==> config.mk <==
export PLATFORM = sky130hd
export DESIGN_NAME = eth_phy_10g_rx_bitslip_aligner
export DESIGN_NICKNAME = d
export VERILOG_FILES = /design/src/rtl/eth_phy_10g_pkg.sv /design/src/rtl/eth_phy_10g_rx_bitslip_shifter.sv /design/src/rtl/eth_phy_10g_rx_bitslip_aligner.sv
export SDC_FILE = /design/constraint.sdc
export NUM_CORES = 1
export LEC_CHECK = 0
export BUFFER_PORTS_ARGS = -buffer_cell sky130_fd_sc_hd__buf_2
export CAP_MARGIN = 20
export CORE_ASPECT_RATIO = 0.9
export CORE_MARGIN = 3
export CORE_UTILIZATION = 40
export CTS_CLUSTER_SIZE = 30
export DETAILED_ROUTE_END_ITERATION = 10
export MAX_ROUTING_LAYER = met4
export PLACE_DENSITY = 0.67
export SYNTH_ARGS = -nofsm -noshare
export SYNTH_HDL_FRONTEND = slang
export SYNTH_SLANG_ARGS = --single-unit
==> constraint.sdc <==
create_clock -name rx_clk -period 4 [get_ports rx_clk]
set_input_delay 0.2 -clock rx_clk [delete_from_list [all_inputs] [get_ports rx_clk]]
set_output_delay 0.2 -clock rx_clk [all_outputs]
set_load 0.05 [all_outputs]
==> src/rtl/eth_phy_10g_pkg.sv <==
// Shared constants and helpers for the 10GBASE-R receive block aligner.
// Covers the 66-bit block geometry, the slip offset range and the sync-header codes.
package eth_phy_10g_pkg;

    localparam int              BLOCK_W    = 66;
    localparam int              OFFSET_W   = 7;
    localparam logic [1:0]      SYNC_DATA  = 2'b10;
    localparam logic [1:0]      SYNC_CTRL  = 2'b01;
    localparam logic [OFFSET_W-1:0] MAX_OFFSET = 7'd65;

    // Some SERDES deliver the word MSB-first on the wire; this maps it back to bit 0 = oldest.
    function automatic logic [BLOCK_W-1:0] bit_reverse66(input logic [BLOCK_W-1:0] d);
        logic [BLOCK_W-1:0] r;
        for (int i = 0; i < BLOCK_W; i++) begin
            r[i] = d[BLOCK_W-1-i];
        end
        return r;
    endfunction

endpackage

==> src/rtl/eth_phy_10g_rx_bitslip_shifter.sv <==
// Combinational 132-to-66 window select.
// Bit 0 of the window is the bit at position i_offset in {current, previous}.
module eth_phy_10g_rx_bitslip_shifter
    import eth_phy_10g_pkg::*;
(
    input  logic [2*BLOCK_W-1:0] i_win,
    input  logic [OFFSET_W-1:0]  i_offset,
    output logic [BLOCK_W-1:0]   o_block
);

    logic [2*BLOCK_W-1:0] w_shifted;

    assign w_shifted = i_win >> i_offset;
    assign o_block   = w_shifted[BLOCK_W-1:0];

endmodule

==> src/rtl/eth_phy_10g_rx_bitslip_aligner.sv <==
// 66b block aligner: realigns raw SERDES words by a bit offset that is stepped on bitslip requests.
// Optional macro ALIGNER_SLIP_STATS_EN adds a saturating accepted-slip counter with a synchronous clear.
module eth_phy_10g_rx_bitslip_aligner
    import eth_phy_10g_pkg::*;
#(
    parameter int DATA_WIDTH   = 64,
    parameter int HDR_WIDTH    = 2,
    parameter int BIT_REVERSE  = 0,
    parameter int SLIP_HOLDOFF = 8
)
(
    input  logic                  rx_clk,
    input  logic                  rx_rst,
    input  logic [BLOCK_W-1:0]    raw_data,
    input  logic                  raw_valid,
    input  logic                  serdes_rx_bitslip,
    output logic [DATA_WIDTH-1:0] serdes_rx_data,
    output logic [HDR_WIDTH-1:0]  serdes_rx_hdr,
    output logic                  serdes_rx_valid,
    output logic [OFFSET_W-1:0]   slip_offset,
    output logic                  slip_busy
`ifdef ALIGNER_SLIP_STATS_EN
    ,
    input  logic                  slip_count_clr,
    output logic [15:0]           slip_count
`endif
);

    localparam int HC_W = (SLIP_HOLDOFF < 1) ? 1 : $clog2(SLIP_HOLDOFF + 1);

    logic [BLOCK_W-1:0]    w_raw;
    logic [BLOCK_W-1:0]    w_win;
    logic                  w_slip_accept;

    logic [BLOCK_W-1:0]    r_hold;
    logic [DATA_WIDTH-1:0] r_data;
    logic [HDR_WIDTH-1:0]  r_hdr;
    logic                  r_valid;
    logic [OFFSET_W-1:0]   r_offset;
    logic [HC_W-1:0]       r_holdoff;
    logic                  r_slip_q;

    assign w_raw = (BIT_REVERSE != 0) ? bit_reverse66(raw_data) : raw_data;

    eth_phy_10g_rx_bitslip_shifter u_shifter (
        .i_win    ({w_raw, r_hold}),
        .i_offset (r_offset),
        .o_block  (w_win)
    );

    // Only a 0->1 transition counts, and only once the previous slip has settled.
    assign w_slip_accept = serdes_rx_bitslip && !r_slip_q && (r_holdoff == '0);

    always_ff @(posedge rx_clk) begin
        if (rx_rst) begin
            r_hold  <= '0;
            r_data  <= '0;
            r_hdr   <= '0;
            r_valid <= 1'b0;
        end else if (raw_valid) begin
            r_hold  <= w_raw;
            r_data  <= w_win[BLOCK_W-1:HDR_WIDTH];
            r_hdr   <= w_win[HDR_WIDTH-1:0];
            r_valid <= 1'b1;
        end else begin
            r_valid <= 1'b0;
        end
    end

    // The window above uses the pre-slip offset; a new offset applies from the next word.
    always_ff @(posedge rx_clk) begin
        if (rx_rst) begin
            r_slip_q  <= 1'b0;
            r_offset  <= '0;
            r_holdoff <= '0;
        end else begin
            r_slip_q <= serdes_rx_bitslip;
            if (w_slip_accept) begin
                r_offset  <= (r_offset == MAX_OFFSET) ? '0 : r_offset + 1'b1;
                r_holdoff <= HC_W'(SLIP_HOLDOFF);
            end else if (r_holdoff != '0) begin
                r_holdoff <= r_holdoff - 1'b1;
            end
        end
    end

`ifdef ALIGNER_SLIP_STATS_EN
    logic [15:0] r_slip_count;

    always_ff @(posedge rx_clk) begin
        if (rx_rst || slip_count_clr) begin
            r_slip_count <= '0;
        end else if (w_slip_accept && (r_slip_count != 16'hFFFF)) begin
            r_slip_count <= r_slip_count + 16'd1;
        end
    end

    assign slip_count = r_slip_count;
`endif

    assign serdes_rx_data  = r_data;
    assign serdes_rx_hdr   = r_hdr;
    assign serdes_rx_valid = r_valid;
    assign slip_offset     = r_offset;
    assign slip_busy       = (r_holdoff != '0);

endmodule

==> run summary <==
Number of buffers created by CTS -> 17
Simple-gate area share of the yosys netlist -> 11.6%
DR DRC count -> 0
Global-route wire length before repair -> 108000 µm
Max Cap Viol -> 0
Post-synthesis mux area share -> 46.0%
Setup violators final -> 0
Hold_ws -> 34.4 ps
Critical path peak fanout -> 42
Post-CTS resize count -> 0
Net switching power figure -> 2.82 mW
Width of the die -> 209 µm
Antenna-violating nets left -> 0
Power share of the clock group -> 26.5%
Final Non-Filler Cells -> 2099
Io pins -> 145
Pre-antenna DRT Iters -> 8
Final core occ -> 45.7%
CTS tree -> built
Netlist cell types -> 71
DRT iter0 DRCs -> 2149
Placer Congestion -> 1.11
Most Used Layer, Global Route -> met2
Overflow after GRT -> 0
Number of synthesized register bits -> 145
Cells after synthesis -> 1518
Post-Place Cells -> 2063
Max Slew Vio Count -> 0
Post-CTS Setup Inserts -> 0
Root Buffer -> clkbuf_16
Dominant cells by area after synthesis -> dfxtp_1, mux4_2, mux2i_1, mux2_2, mux4_1
Clock Tree Buf Depth -> 2
Worst-Margin Slew -> 1030 ps
Die H -> 189 µm
Ys Warns -> 0
Area Overhead vs Synth -> 11.8%
Combinational share of power -> 47.5%
Worst Hold Class -> in -> reg
Final Cycle Share -> 92.0%
Post-Syn Area -> 0.0149 mm²
Hold_buf cts -> 1
Top cell type's share of synthesized area -> 19.5%
Pwr/cell area -> 392 mW/mm²
Buffers on Ports -> 144
FFs w/ async S/R, synth -> 0%
Crit. End Element -> flop
Internal cell power -> 3.71 mW
Vias in the first global route -> 14600
Largest net degree at the start of global routing -> 72
GRT Util Overall -> 38.6%
Setup_tns -> 0 ps
Core footprint -> 0.0364 mm²
Hold Path Cell Cnt -> 3
CP arrival -> 4000 ps
Rel. slew slack -> 31.5%
Initial antenna violation count -> 2
Initial core utilization -> 40.9%
Synth area leader -> dfxtp_1
Skew final -> 20.3 ps
Sw frac -> 43.2%
Met2 global-route usage -> 56.4%
Met3 Use GR -> 10.2%
Vias per cell -> 7.32
Startpoint Class -> flop
Post-route minimum period -> 3680 ps
Dpl cell area -> 0.0160 mm²
Status -> finished clean
Post-Syn Area per Cell -> 9.80 µm²
Final Instance Area -> 0.0166 mm²
Total die area -> 0.0395 mm²
Worst-Skew Late Latency -> 480 ps
Seq/Total Area, Yosys -> 19.5%
Fin nets -> 1680
H-tree Lvls -> 4
Clock Pin Slew Worst Setup and Hold Paths -> 70 ps
Main synth FF type -> dfxtp_1
Max Clock Freq -> 272 MHz
Final wirelength -> 75400 µm
Synth Area in Compound Gates -> 16.4%
Final Hold Fails -> 0
M1 GR Usage -> 49.4%
Share of layout cells above drive strength 1 -> 31.0%
Largest family of logic cells by synthesized area -> multiplexers
Post-DR wirelength/cell -> 35.9 µm
Static leakage -> 6.71 nW
Dpl hpwl -> 57200 µm
EDFF count, synth -> 0
Vias -> 15400
Unrepaired setup endpoints after global routing -> false
Post-Synth Adder-Cell Area -> 0.252%
CTS sink count -> 145
Commonest non-fill, non-tap cell in the layout -> nor2_1
Seq pwr share -> 26.1%
Critical path type -> reg -> reg
Synth Area in XOR/XNOR -> 0.235%
VDD IR max -> 0.000370 V
Rows -> 66
R2R depth -> 6
Data required time of the worst path -> 4320 ps
Commonest cells after routing, fill and taps aside -> nor2_1, mux2i_1, buf_2
Net count after synthesis -> 1591
## cells in the mapped netlist, types with 14 or more instances
cell type / n
buf_2: 30
dfxtp_1: 145
nor2_1: 214
mux4_2: 107
mux4_1: 48
o22ai_1: 77
a211oi_1: 30
clkbuf_1: 67
mux2_2: 121
mux2i_1: 180
nand2_1: 85
buf_1: 19
o21ai_0: 51
o221ai_1: 14
a311oi_1: 15
nand3_1: 16
buf_4: 14
nor3_1: 29
a21oi_1: 41
## cell type report
cell class	instances	area, µm²
Fill cell	3499	19800
Multi-Input combinational cell	1213	11100
Sequential cell	145	2920
Timing Repair Buffer	219	1370
Tap cell	476	596
Clock buffer	21	450
Clock inverter	11	154
Inverter	11	45.0
Antenna cell	3	7.51
## path summary, 6_finish.rpt
path / start / end / slack, ps
max: slip_offset[1]$_SDFFE_PP0P_ / serdes_rx_data[23]$_SDFFE_PP0P_ / 320
min: raw_data[41] / r_hold[41]$_SDFFE_PP0P_ / 30
max reg2reg: slip_offset[1]$_SDFFE_PP0P_ / serdes_rx_data[23]$_SDFFE_PP0P_ / 320
min reg2reg: serdes_rx_data[54]$_SDFFE_PP0P_ / serdes_rx_data[54]$_SDFFE_PP0P_ / 480
## power by group through the flow
stage | clock network [mW] | registers [mW] | logic (mW)
after global placement | 0 | 1.72 | 2.98
after global routing | 1.80 | 1.72 | 3.18
after floorplan | 0 | 1.87 | 1.82
after CTS | 1.74 | 1.70 | 3.00
final | 1.73 | 1.70 | 3.10
after detailed placement | 0 | 1.73 | 2.98
## per-stage QoR
stage | power, mW | setup slack, ps
floorplan | 3.70 | 1020
detailed placement | 4.71 | 426
CTS | 6.44 | 400
global route | 6.70 | 251
finish | 6.52 | 318
global placement | 4.70 | 496
## flip-flops by register name, indices dropped and copies added, names as in the netlist
| name | count |
|---|---|
| r_slip_q | 1 |
| serdes_rx_data | 64 |
| r_holdoff | 4 |
| slip_offset | 7 |
| serdes_rx_valid | 1 |
| serdes_rx_hdr | 2 |
| r_hold | 66 |
## cell families (layout without fill, tap and decap cells)
family | count (synthesis) | after routing
mux | 457 | 457
simple gates | 402 | 402
compound gates | 347 | 347
buf+inv | 160 | 262
flops | 145 | 145
xor+xnor | 4 | 4
fa+ha+maj | 3 | 3
other cells | 0 | 3
## worst max-delay path, stage by stage (launching register included)
cell and delay [ps]:
dfxtp_4 840, buf_4 390, mux4_2 600, mux4_2 580, a222oi_1 710, o221a_2 310, o32ai_1 80
## per-layer routing
| layer | routed length (µm) | up-vias |
|---|---|---|
| li1 | - | 6247 |
| met1 | 29400 | 7705 |
| met2 | 32800 | 1149 |
| met3 | 8550 | 254 |
| met4 | 4650 | 0 |
| met5 | 0 | - |
No activity file was read; power rests on OpenSTA's default activity.
